File: src/rtl/gpio_conv_bridge_if.sv
// Signal bundle between the GPIO-side bridge and its neighbours (firmware GPIO pair + convolution cores).
// slave modport is the bridge view; master modport is the view of whatever drives the bridge.
interface gpio_conv_bridge_if #(
  parameter int GPIO_D   = 32,
  parameter int BIT_LEN  = 8,
  parameter int CONV_LEN = 20
);
  logic [GPIO_D-1:0]   i_gpio_cmd;
  logic [GPIO_D-1:0]   o_gpio_rsp;
  logic [1:0]          o_ch_sel;
  logic                o_kernel_we;
  logic [3:0]          o_kernel_addr;
  logic [BIT_LEN-1:0]  o_kernel_data;
  logic                o_pix_valid;
  logic [BIT_LEN-1:0]  o_pix_data;
  logic                i_pix_ready;
  logic                o_start;
  logic                o_core_rst;
  logic                i_result_valid;
  logic [CONV_LEN-1:0] i_result;

  modport slave (
    input  i_gpio_cmd, i_pix_ready, i_result_valid, i_result,
    output o_gpio_rsp, o_ch_sel, o_kernel_we, o_kernel_addr, o_kernel_data,
           o_pix_valid, o_pix_data, o_start, o_core_rst
  );

  modport master (
    output i_gpio_cmd, i_pix_ready, i_result_valid, i_result,
    input  o_gpio_rsp, o_ch_sel, o_kernel_we, o_kernel_addr, o_kernel_data,
           o_pix_valid, o_pix_data, o_start, o_core_rst
  );
endinterface

File: src/rtl/gpio_conv_bridge.sv
// Purpose: toggle-strobed GPIO command decoder driving N_CH conv cores, with a result FIFO drained over GPIO.
// Latency: ack visible 3 cycles after the toggle edge is sampled (LOAD_PIXEL adds the pixel handshake wait).
// Backpressure: pixel held until i_pix_ready; toggles ignored while busy; full FIFO drops results and sets error.
// Optional: define CMD_PARITY_EN to require even parity over the whole command word.
module gpio_conv_bridge #(
  parameter int GPIO_D     = 32,
  parameter int BIT_LEN    = 8,
  parameter int CONV_LEN   = 20,
  parameter int M_LEN      = 3,
  parameter int N_CH       = 4,
  parameter int FIFO_DEPTH = 16
) (
  input logic               CLK100MHZ,
  input logic               ck_rst,
  gpio_conv_bridge_if.slave bus
);
  localparam int PTR_W = (FIFO_DEPTH > 1) ? $clog2(FIFO_DEPTH) : 1;
  localparam int CNT_W = PTR_W + 1;
  localparam int KN    = M_LEN * M_LEN;

  localparam logic [2:0] OP_LK  = 3'd1;
  localparam logic [2:0] OP_LP  = 3'd2;
  localparam logic [2:0] OP_ST  = 3'd3;
  localparam logic [2:0] OP_RD  = 3'd4;
  localparam logic [2:0] OP_RST = 3'd5;

  typedef enum logic [1:0] {IDLE, EXEC, WAIT_PIX, ACK} state_t;
  state_t state, state_nxt;

  logic               tog_q, ack_q, err_q, ok_q;
  logic [2:0]         op_q;
  logic [3:0]         idx_q;
  logic [BIT_LEN-1:0] dat_q;
  logic [1:0]         ch_sel_q;
  logic [19:0]        data_q;

  logic [CONV_LEN-1:0] mem [FIFO_DEPTH];
  logic [PTR_W-1:0]    wr_ptr, rd_ptr;
  logic [CNT_W-1:0]    count;

  logic cmd_new, cmd_legal, par_ok, idx_ok;
  logic kernel_we, start, core_rst, pop_req, flush, err_set;
  logic pop_ok, push_ok, fifo_empty, fifo_full;
  logic unused_cmd;

  assign cmd_new = (state == IDLE) && (bus.i_gpio_cmd[31] != tog_q);

`ifdef CMD_PARITY_EN
  assign par_ok     = ~(^bus.i_gpio_cmd);
  assign unused_cmd = ^bus.i_gpio_cmd[20:BIT_LEN];
`else
  assign par_ok     = 1'b1;
  assign unused_cmd = ^{bus.i_gpio_cmd[30], bus.i_gpio_cmd[20:BIT_LEN]};
`endif

  // Commands failing decode are still acked but flagged and have no side effect.
  assign cmd_legal = par_ok && (bus.i_gpio_cmd[29:27] <= OP_RST) &&
                     (int'(bus.i_gpio_cmd[26:25]) < N_CH);
  assign idx_ok    = int'(idx_q) < KN;

  assign fifo_empty = (count == '0);
  assign fifo_full  = (count == CNT_W'(FIFO_DEPTH));
  assign pop_ok     = pop_req && !fifo_empty;
  // A pop in the same cycle frees the slot, so a push into a full FIFO still lands.
  assign push_ok    = bus.i_result_valid && !flush && (!fifo_full || pop_ok);

  // State register.
  always_ff @(posedge CLK100MHZ or negedge ck_rst) begin
    if (!ck_rst) state <= IDLE;
    else         state <= state_nxt;
  end

  // Next state and single-cycle command strobes.
  always_comb begin
    state_nxt = state;
    kernel_we = 1'b0;
    start     = 1'b0;
    core_rst  = 1'b0;
    pop_req   = 1'b0;
    flush     = 1'b0;
    err_set   = 1'b0;
    case (state)
      IDLE: if (cmd_new) state_nxt = EXEC;
      EXEC: begin
        state_nxt = ACK;
        if (!ok_q) err_set = 1'b1;
        else begin
          case (op_q)
            OP_LK:  if (idx_ok) kernel_we = 1'b1; else err_set = 1'b1;
            OP_LP:  state_nxt = WAIT_PIX;
            OP_ST:  start = 1'b1;
            OP_RD:  pop_req = 1'b1;
            OP_RST: begin core_rst = 1'b1; flush = 1'b1; end
            default: ;
          endcase
        end
      end
      WAIT_PIX: if (bus.i_pix_ready) state_nxt = ACK;
      ACK:      state_nxt = IDLE;
      default:  state_nxt = IDLE;
    endcase
  end

  // Capture the command fields when a new toggle is accepted.
  always_ff @(posedge CLK100MHZ or negedge ck_rst) begin
    if (!ck_rst) begin
      tog_q    <= 1'b0;
      ok_q     <= 1'b0;
      op_q     <= '0;
      idx_q    <= '0;
      dat_q    <= '0;
      ch_sel_q <= '0;
    end else if (cmd_new) begin
      tog_q <= bus.i_gpio_cmd[31];
      ok_q  <= cmd_legal;
      op_q  <= bus.i_gpio_cmd[29:27];
      idx_q <= bus.i_gpio_cmd[24:21];
      dat_q <= bus.i_gpio_cmd[BIT_LEN-1:0];
      if (cmd_legal) ch_sel_q <= bus.i_gpio_cmd[26:25];
    end
  end

  // Ack toggle, sticky error and read-data response fields.
  always_ff @(posedge CLK100MHZ or negedge ck_rst) begin
    if (!ck_rst) begin
      ack_q  <= 1'b0;
      err_q  <= 1'b0;
      data_q <= '0;
    end else begin
      if (state == ACK) ack_q <= tog_q;
      if (flush) err_q <= 1'b0;
      else if (err_set || (pop_req && !pop_ok) ||
               (bus.i_result_valid && fifo_full && !pop_ok)) err_q <= 1'b1;
      if (pop_req) data_q <= pop_ok ? 20'(mem[rd_ptr]) : '0;
    end
  end

  // Result FIFO pointers and occupancy; soft reset empties it.
  always_ff @(posedge CLK100MHZ or negedge ck_rst) begin
    if (!ck_rst) begin
      wr_ptr <= '0;
      rd_ptr <= '0;
      count  <= '0;
    end else if (flush) begin
      wr_ptr <= '0;
      rd_ptr <= '0;
      count  <= '0;
    end else begin
      if (push_ok) wr_ptr <= wr_ptr + 1'b1;
      if (pop_ok)  rd_ptr <= rd_ptr + 1'b1;
      count <= count + CNT_W'(push_ok) - CNT_W'(pop_ok);
    end
  end

  // Result FIFO storage.
  always_ff @(posedge CLK100MHZ) begin
    if (push_ok) mem[wr_ptr] <= bus.i_result;
  end

  assign bus.o_gpio_rsp    = GPIO_D'({ack_q, (state != IDLE), err_q, fifo_empty, fifo_full,
                                       2'b00, 5'(count), data_q});
  assign bus.o_ch_sel      = ch_sel_q;
  assign bus.o_kernel_we   = kernel_we;
  assign bus.o_kernel_addr = kernel_we ? idx_q : '0;
  assign bus.o_kernel_data = kernel_we ? dat_q : '0;
  assign bus.o_pix_valid   = (state == WAIT_PIX);
  assign bus.o_pix_data    = (state == WAIT_PIX) ? dat_q : '0;
  assign bus.o_start       = start;
  assign bus.o_core_rst    = core_rst;
endmodule

File: src/flat_wrapper.sv
// flat-port wrapper written by rule: the top's interface ports become plain ports
module gpio_conv_bridge_flat 
#(
  parameter int GPIO_D     = 32,
  parameter int BIT_LEN    = 8,
  parameter int CONV_LEN   = 20,
  parameter int M_LEN      = 3,
  parameter int N_CH       = 4,
  parameter int FIFO_DEPTH = 16
)
  (CLK100MHZ, ck_rst, bus_i_gpio_cmd, bus_i_pix_ready, bus_i_result_valid, bus_i_result, bus_o_gpio_rsp, bus_o_ch_sel, bus_o_kernel_we, bus_o_kernel_addr, bus_o_kernel_data, bus_o_pix_valid, bus_o_pix_data, bus_o_start, bus_o_core_rst);
  gpio_conv_bridge_if #(.GPIO_D(GPIO_D), .BIT_LEN(BIT_LEN), .CONV_LEN(CONV_LEN)) bus_i ();
  input logic CLK100MHZ;
  input logic ck_rst;
  input wire logic [$bits(bus_i.i_gpio_cmd)-1:0] bus_i_gpio_cmd;
  input wire logic [$bits(bus_i.i_pix_ready)-1:0] bus_i_pix_ready;
  input wire logic [$bits(bus_i.i_result_valid)-1:0] bus_i_result_valid;
  input wire logic [$bits(bus_i.i_result)-1:0] bus_i_result;
  output wire logic [$bits(bus_i.o_gpio_rsp)-1:0] bus_o_gpio_rsp;
  output wire logic [$bits(bus_i.o_ch_sel)-1:0] bus_o_ch_sel;
  output wire logic [$bits(bus_i.o_kernel_we)-1:0] bus_o_kernel_we;
  output wire logic [$bits(bus_i.o_kernel_addr)-1:0] bus_o_kernel_addr;
  output wire logic [$bits(bus_i.o_kernel_data)-1:0] bus_o_kernel_data;
  output wire logic [$bits(bus_i.o_pix_valid)-1:0] bus_o_pix_valid;
  output wire logic [$bits(bus_i.o_pix_data)-1:0] bus_o_pix_data;
  output wire logic [$bits(bus_i.o_start)-1:0] bus_o_start;
  output wire logic [$bits(bus_i.o_core_rst)-1:0] bus_o_core_rst;
  assign bus_i.i_gpio_cmd = bus_i_gpio_cmd;
  assign bus_i.i_pix_ready = bus_i_pix_ready;
  assign bus_i.i_result_valid = bus_i_result_valid;
  assign bus_i.i_result = bus_i_result;
  assign bus_o_gpio_rsp = bus_i.o_gpio_rsp;
  assign bus_o_ch_sel = bus_i.o_ch_sel;
  assign bus_o_kernel_we = bus_i.o_kernel_we;
  assign bus_o_kernel_addr = bus_i.o_kernel_addr;
  assign bus_o_kernel_data = bus_i.o_kernel_data;
  assign bus_o_pix_valid = bus_i.o_pix_valid;
  assign bus_o_pix_data = bus_i.o_pix_data;
  assign bus_o_start = bus_i.o_start;
  assign bus_o_core_rst = bus_i.o_core_rst;
  gpio_conv_bridge #(.GPIO_D(GPIO_D), .BIT_LEN(BIT_LEN), .CONV_LEN(CONV_LEN), .M_LEN(M_LEN), .N_CH(N_CH), .FIFO_DEPTH(FIFO_DEPTH)) u_core (.CLK100MHZ(CLK100MHZ), .ck_rst(ck_rst), .bus(bus_i));
endmodule
File: config.mk
export PLATFORM = sky130hd
export DESIGN_NAME = gpio_conv_bridge_flat
export DESIGN_NICKNAME = d
export VERILOG_FILES = /design/src/rtl/gpio_conv_bridge_if.sv /design/src/rtl/gpio_conv_bridge.sv /design/src/flat_wrapper.sv
export SDC_FILE = /design/constraint.sdc
export NUM_CORES = 1
export LEC_CHECK = 0
export CORE_MARGIN = 2
export CORE_UTILIZATION = 58
export CTS_CLUSTER_SIZE = 16
export DETAILED_ROUTE_END_ITERATION = 8
export MAX_ROUTING_LAYER = met4
export PLACE_DENSITY = 0.82
export SETUP_SLACK_MARGIN = 0.3
export SYNTH_ARGS = -nofsm -noshare
export SYNTH_HDL_FRONTEND = slang
export SYNTH_SLANG_ARGS = --single-unit
File: constraint.sdc
create_clock -name CLK100MHZ -period 5.2 [get_ports CLK100MHZ]
set_input_delay 1.04 -clock CLK100MHZ [delete_from_list [all_inputs] [get_ports CLK100MHZ]]
set_output_delay 1.04 -clock CLK100MHZ [all_outputs]
set_load 0.02 [all_outputs]
* Word level (Yosys, flattened, before mapping)
Memories as Yosys holds them, arrays and structs flattened.
Index checks and enable logic that the tools add are counted.
** Operators by class
- Add/subtract/negate cells :: 4
- Magnitude comparators :: 2
- Equality and inequality tests :: 12
- Muxes and demuxes :: 35
- Reduce and logical (&&, ||, !) cells :: 22
** Operator list (number)
- 2-to-1 mux 1 bit :: 22
- 2-to-1 mux 20 bit :: 1
- 2-to-1 mux 4 bit :: 5
- 2-to-1 mux 8 bit :: 2
- adder 4 x 1 -> 4 bit, second input constant :: 2
- one-hot mux 2 bit (4 select lines) :: 1
- nonzero test 2 bit :: 4
- logical AND 1 bit :: 7
- equality test 3 x 2 -> 1 bit, second input constant :: 2
- equality test 3 bit, second input constant :: 2
- 2-to-1 mux 2 bit :: 3
- adder 5 x 1 -> 5 bit :: 1
- equality test 5 bit, second input constant :: 1
- logical NOT 5 bit :: 1
- 2-to-1 mux 5 bit :: 1
- subtractor 5 x 1 -> 5 bit :: 1
- equality test 2 bit, second input constant :: 2
- logical NOT 1 bit :: 4
- less-than comparator 4 bit, second input constant :: 1
- AND reduction 2 bit :: 2
- equality test 3 x 1 -> 1 bit, second input constant :: 1
- <= comparator 3 bit, second input constant :: 1
- logical OR 1 bit :: 3
- equality test 2 x 1 -> 1 bit, second input constant :: 1
- other kinds (4) :: 4
** Storage, ports and cells
- Bits in registers :: 56
- Bits in writable memories :: 320
- Bits of input ports :: 56
- Output and inout bits :: 58
- Logic and storage cells :: 89
- Memories :: 1
** Memories
- u_core.mem :: depth 16, width 20, read ports 1, clocked after memory_dff 0, write ports 1, line gpio_conv_bridge.sv:37 : logic [CONV_LEN-1:0] mem [FIFO_DEPTH];

* Logic depth before layout (Yosys ltp)
- Depth after elaboration :: 11
- Mapped depth :: 15

* Worst setup path before layout
OpenSTA, ideal clock, no wires.
- Path kind :: input-to-reg
- From :: input port bus_i_result_valid
- To :: memory u_core.mem[11][0] (enable)
- Library setup time :: 456 ps
- Arrival :: 3803 ps
- Setup slack :: 941 ps
- Stages :: 4
- Path buffers :: 1
- Cells stage by stage :: inv_1 -> or3_1 -> buf_2 -> nor4b_1
** Between the ends
- Cells in the longest elaborated chain, start to end :: 4
** RTL lines
- start: declaration :: line flat_wrapper.sv:17 : input wire logic [$bits(bus_i.i_result_valid)-1:0] bus_i_result_valid;
- logical AND 1 bit (2 in a row) :: line gpio_conv_bridge.sv:65 : assign push_ok = bus.i_result_valid && !flush && (!fifo_full || pop_ok);
- 2-to-1 mux 1 bit :: line gpio_conv_bridge.sv:157 : if (push_ok) mem[wr_ptr] <= bus.i_result;
- 2-to-1 mux 1 bit (implied by the code) :: line gpio_conv_bridge.sv:157
- end: declaration :: line gpio_conv_bridge.sv:37
Every way passes these cells.

* Worst setup path in the final report
- From :: register u_core.state[1]
- To :: output port bus_o_core_rst
** Between the ends
- Cells in the longest elaborated chain, start to end :: 2
** RTL lines
- start: declaration :: line gpio_conv_bridge.sv:28 : state_t state, state_nxt;
- start signal: assignment :: line gpio_conv_bridge.sv:70 : else state <= state_nxt;
- equality test 2 x 1 -> 1 bit :: line gpio_conv_bridge.sv:82 : case (state)
- 2-to-1 mux 1 bit :: line gpio_conv_bridge.sv:82
- end: declaration :: line flat_wrapper.sv:27 : output wire logic [$bits(bus_i.o_core_rst)-1:0] bus_o_core_rst;
Every way passes these cells.

==> parameters.txt <==
Parameter                              Value

Floorplan
  Io pins ... ~110
  Die Height ... 165.1 um
  Width of the die ... 165.1 um
  Area of the core ... between 20000 and 30000 sq um
  Floorplan die area ... roughly 27000 sq um
  # rows ... between 50 and 60
  Initial Utilization ... 59.45%

Logic synthesis
  Number of standard cells after synthesis ... 750
  Summed instance area of the synthesized netlist ... approximately 15000 sq um
  Ys async rst share ... around 15%
  Most area-consuming cells after synthesis ... sky130_fd_sc_hd__edfxtp_1 (64%), sky130_fd_sc_hd__mux4_2 (12%), sky130_fd_sc_hd__dfrtp_1 (9.3%)
  Post-synthesis cell type with the largest combined area ... sky130_fd_sc_hd__edfxtp_1
  Number of enable-type register cells in the synthesized netlist ... 320
  Top_reg_cell synth ... sky130_fd_sc_hd__edfxtp_1
  Yosys Warn Count ... 0
  Area fraction of the dominant cell type after synthesis ... 63.82%
  Number of different library cells in the post-synthesis netlist ... 49
  Share of the yosys chip area belonging to registers ... 73.13%
  Avg Synthesized Cell Area ... about 20 sq um
  Number of synthesized register bits ... approximately 380

Timing
  Share of the cycle needed by the critical path after routing ... 73.27%
  Count of endpoints failing setup in the final report ... 0
  Time the worst path needs with I/O delays and setup ... about 3.8 ns
  Slew HR ... 18.06%
  Clk_skew ... between 0.01 and 0.015 ns
  Setup repair after global routing missed its margin ... no
  Final hold violation count ... 0
  FMAX ... 0.2625 GHz
  Least-Margin Pin Slew ... ~1.2 ns
  Number of pins with negative max-slew slack in the final report ... 0
  Post-route setup TNS ... 0 ns

Layout
  Most common library cell in the layout ignoring fill and taps ... sky130_fd_sc_hd__edfxtp_1
  Area added between synthesis and finish ... 17.35%
  Sequential cell area ... about 11000 sq um
  Multi-input logic area ... between 3000 and 4000 sq um
  Fraction of final layout cells with drive strength greater than 1 ... between 20 and 25%
  Count of antenna diodes in the layout ... 0
  Number of fillers in the final layout ... 1482
  Final Instance Count excl. Fillers ... roughly 1.2k
  Number of nets at the end of the flow ... 940
  Core Util, Final ... 69.77%
  Commonest non-fill, non-tap cells in the layout ... sky130_fd_sc_hd__edfxtp_1 (320), sky130_fd_sc_hd__clkdlybuf4s50_1 (96), sky130_fd_sc_hd__mux4_2 (80)

Hold path
  Type of the most critical hold path ... reg -> reg
  Terminating pin of the worst hold path ... u_core.data_q[1]
  Number of stages on the worst hold path ... 1
  Hold Path Origin ... u_core.data_q[1]

Detailed routing
  Number of nets with antenna violations after detailed routing ... 0
  Ratio of routed vias to standard cells ... 6.353
  Number of optimization iterations in the first detailed-route pass ... 5
  Post-detailed-route DRC marker count ... 0
  Post-detailed-route wirelength per cell ... ~26 um
  WL final ... 32350 um
  Vias post-DR ... 7802
  First-iteration detailed-routing DRC count ... between 700 and 800

CTS
  Post-CTS Setup Bufs ... 0
  Clk buf depth ... 3
  Hold_buf cts ... 0
  CTS clock-pin slew for the worst setup and hold paths ... around 0.060 ns
  # clock sinks ... about 380
  Number of H-tree branching levels ... 2
  Gates resized, CTS repair ... 0
  Number of buffers created by CTS ... 39
  TritonCTS clock tree ... built
  Clock Latency Late Sink ... between 0.5 and 0.6 ns
  Root Buffer ... sky130_fd_sc_hd__clkbuf_16

GRT
  Initial antenna violation count ... 0
  Maximum number of pins on one net before global-route repair ... 57
  Overflow left after global routing ... 0
  First-pass GRT wire length ... 48500 um
  GR Util All Layers ... approximately 25%
  Vias in the first global route ... approximately 8k

Setup path
  Kind of end point of the critical path ... primary output
  Worst-path maximum fanout ... 16
  R2R depth ... 13
  Type of the setup path with the least slack ... reg -> out
  Reg2Reg Setup Slack ... roughly 1.5 ns
  Element type at the critical path start ... flip-flop
  Launching point of the worst reg2reg path ... u_core.state[1]
  Critical path data required time ... approximately 4.2 ns
  Endpoint of the worst-slack reg-to-reg timing path ... u_core.count[4]
  Arr. time, crit path ... about 2.8 ns

Placement
  Count of buffers from port buffering ... just under 100
  Weighted congestion reported at the end of routability-driven placement ... around 0.79
  HPWL Detailed ... roughly 17000 um
  Count of placed standard cells including taps ... between 1k and 1.5k

Outcome
  Status ... completed

Flow run
  Count of max-cap constraint violations ... 0

Pwr
  Leakage dissipation ... around 0.0059 uW
  Largest voltage drop on the vdd net ... 0.0004205 V
  P per Cell Area ... a little under 500 nW/um^2
area by class of cell:
class | count | area share, %
flip-flops and latches | 376 | 62.35
multi-input cells | 310 | 21.61
repair buffers | 122 | 6.529
clock buffers | 46 | 5.792
well taps | 330 | 2.337
clock inverters | 25 | 0.9772
inverters | 19 | 0.4036
cells in the mapped netlist (2+ instances only):
master and number:
sky130_fd_sc_hd__nor4b_1 4, sky130_fd_sc_hd__and4b_1 4, sky130_fd_sc_hd__and3b_1 2, sky130_fd_sc_hd__a22o_1 20, sky130_fd_sc_hd__mux4_2 80, sky130_fd_sc_hd__clkbuf_1 21, sky130_fd_sc_hd__dfrtp_1 56, sky130_fd_sc_hd__and3_1 2
sky130_fd_sc_hd__and2_1 20, sky130_fd_sc_hd__edfxtp_1 320, sky130_fd_sc_hd__a21o_1 3, sky130_fd_sc_hd__buf_2 14, sky130_fd_sc_hd__nor2_1 12, sky130_fd_sc_hd__or4_1 2, sky130_fd_sc_hd__ha_1 15, sky130_fd_sc_hd__a21oi_1 7
sky130_fd_sc_hd__mux2i_1 61, sky130_fd_sc_hd__nor2b_1 3, sky130_fd_sc_hd__or3_1 2, sky130_fd_sc_hd__nand3_1 7, sky130_fd_sc_hd__buf_4 6, sky130_fd_sc_hd__buf_6 2, sky130_fd_sc_hd__xor2_1 2, sky130_fd_sc_hd__buf_1 3
sky130_fd_sc_hd__mux2_2 19, sky130_fd_sc_hd__nor3_1 6, sky130_fd_sc_hd__o31ai_1 3, sky130_fd_sc_hd__xnor2_1 4, sky130_fd_sc_hd__o21ai_0 4, sky130_fd_sc_hd__nand2_1 9, sky130_fd_sc_hd__inv_1 19
sequential cells by signal (all words and copies together), names as in the netlist:
signal / cells
u_core.op_q: 3
u_core.ack_q: 1
u_core.wr_ptr: 4
u_core.mem: 320
u_core.count: 5
u_core.rd_ptr: 4
u_core.bus.o_ch_sel: 2
u_core.dat_q: 8
u_core.idx_q: 4
u_core.ok_q: 1
u_core.tog_q: 1
u_core.state: 2
u_core.err_q: 1
u_core.data_q: 20
how the worst max path moves through the flow:
| stage | startpoint | end | slack [ns] | cells after the start |
|---|---|---|---|---|
| final | u_core.state[1] | bus_o_core_rst | 1.39 | 5 |
| after floorplan | bus_i_result_valid | u_core.mem[11][0] | 0.94 | 4 |
| after global placement | bus_i_result_valid | u_core.count[4] | 1.28 | 11 |
| after global routing | u_core.state[1] | u_core.count[4] | 1.09 | 13 |
| after detailed placement | bus_i_result_valid | u_core.count[4] | 1.23 | 11 |
| after CTS | u_core.state[1] | bus_o_core_rst | 1.41 | 5 |
per-stage QoR:
| stage | setup slack, ns | area [sq um] | hold WS [ns] | total power [uW] |
|---|---|---|---|---|
| 3_5_place_dp | 1.230 | 16470 | 0.4920 | 6018 |
| 2_1_floorplan | 0.9410 | 15060 | 0.4819 | 5237 |
| 3_3_place_gp | 1.285 | 16470 | 0.4891 | 5898 |
| 6_report | 1.390 | 17670 | 0.5049 | 8575 |
| 5_1_grt | 1.089 | 17670 | 0.5213 | 8922 |
| 4_1_cts | 1.406 | 17670 | 0.5106 | 8618 |
where the power goes:
part | internal (uW) | switching, uW | leakage [uW] | total (uW)
clock | 1470 | 1120 | 0.000572 | 2580
combinational | 909 | 1040 | 0.00172 | 1950
sequential | 3740 | 300 | 0.00357 | 4040
worst max-delay path: stages (launching register included):
cell,delay (ns)
sky130_fd_sc_hd__dfrtp_1,0.42
sky130_fd_sc_hd__inv_1,0.11
sky130_fd_sc_hd__ha_1,0.24
sky130_fd_sc_hd__and3b_1,0.21
sky130_fd_sc_hd__and3_1,0.54
sky130_fd_sc_hd__clkdlybuf4s50_1,0.73
per-layer routing:
| metal | wire length [um] | share of wire (%) | track usage, % | up-vias |
|---|---|---|---|---|
| met1 | 12280 | 38 | 33.36 | 3999 |
| met5 | 0 | 0 | - | - |
| met3 | 2910 | 9.0 | 4.520 | 69 |
| met2 | 16180 | 50 | 40.36 | 472 |
| met4 | 978 | 3.0 | 8.538 | 0 |
| li1 | - | - | - | 3262 |
cells by family after synthesis:
group,synth area share (%)
and+or+nand+nor,3.532
adders and majority gates,1.379
DFF,73.13
other,0.02491
muxes,17.44
AOI/OAI and AO/OA,2.161
xor gates and xnor gates,0.3490
buffers and inverters,1.986
Note: power is estimated with default switching activity, not from simulation.
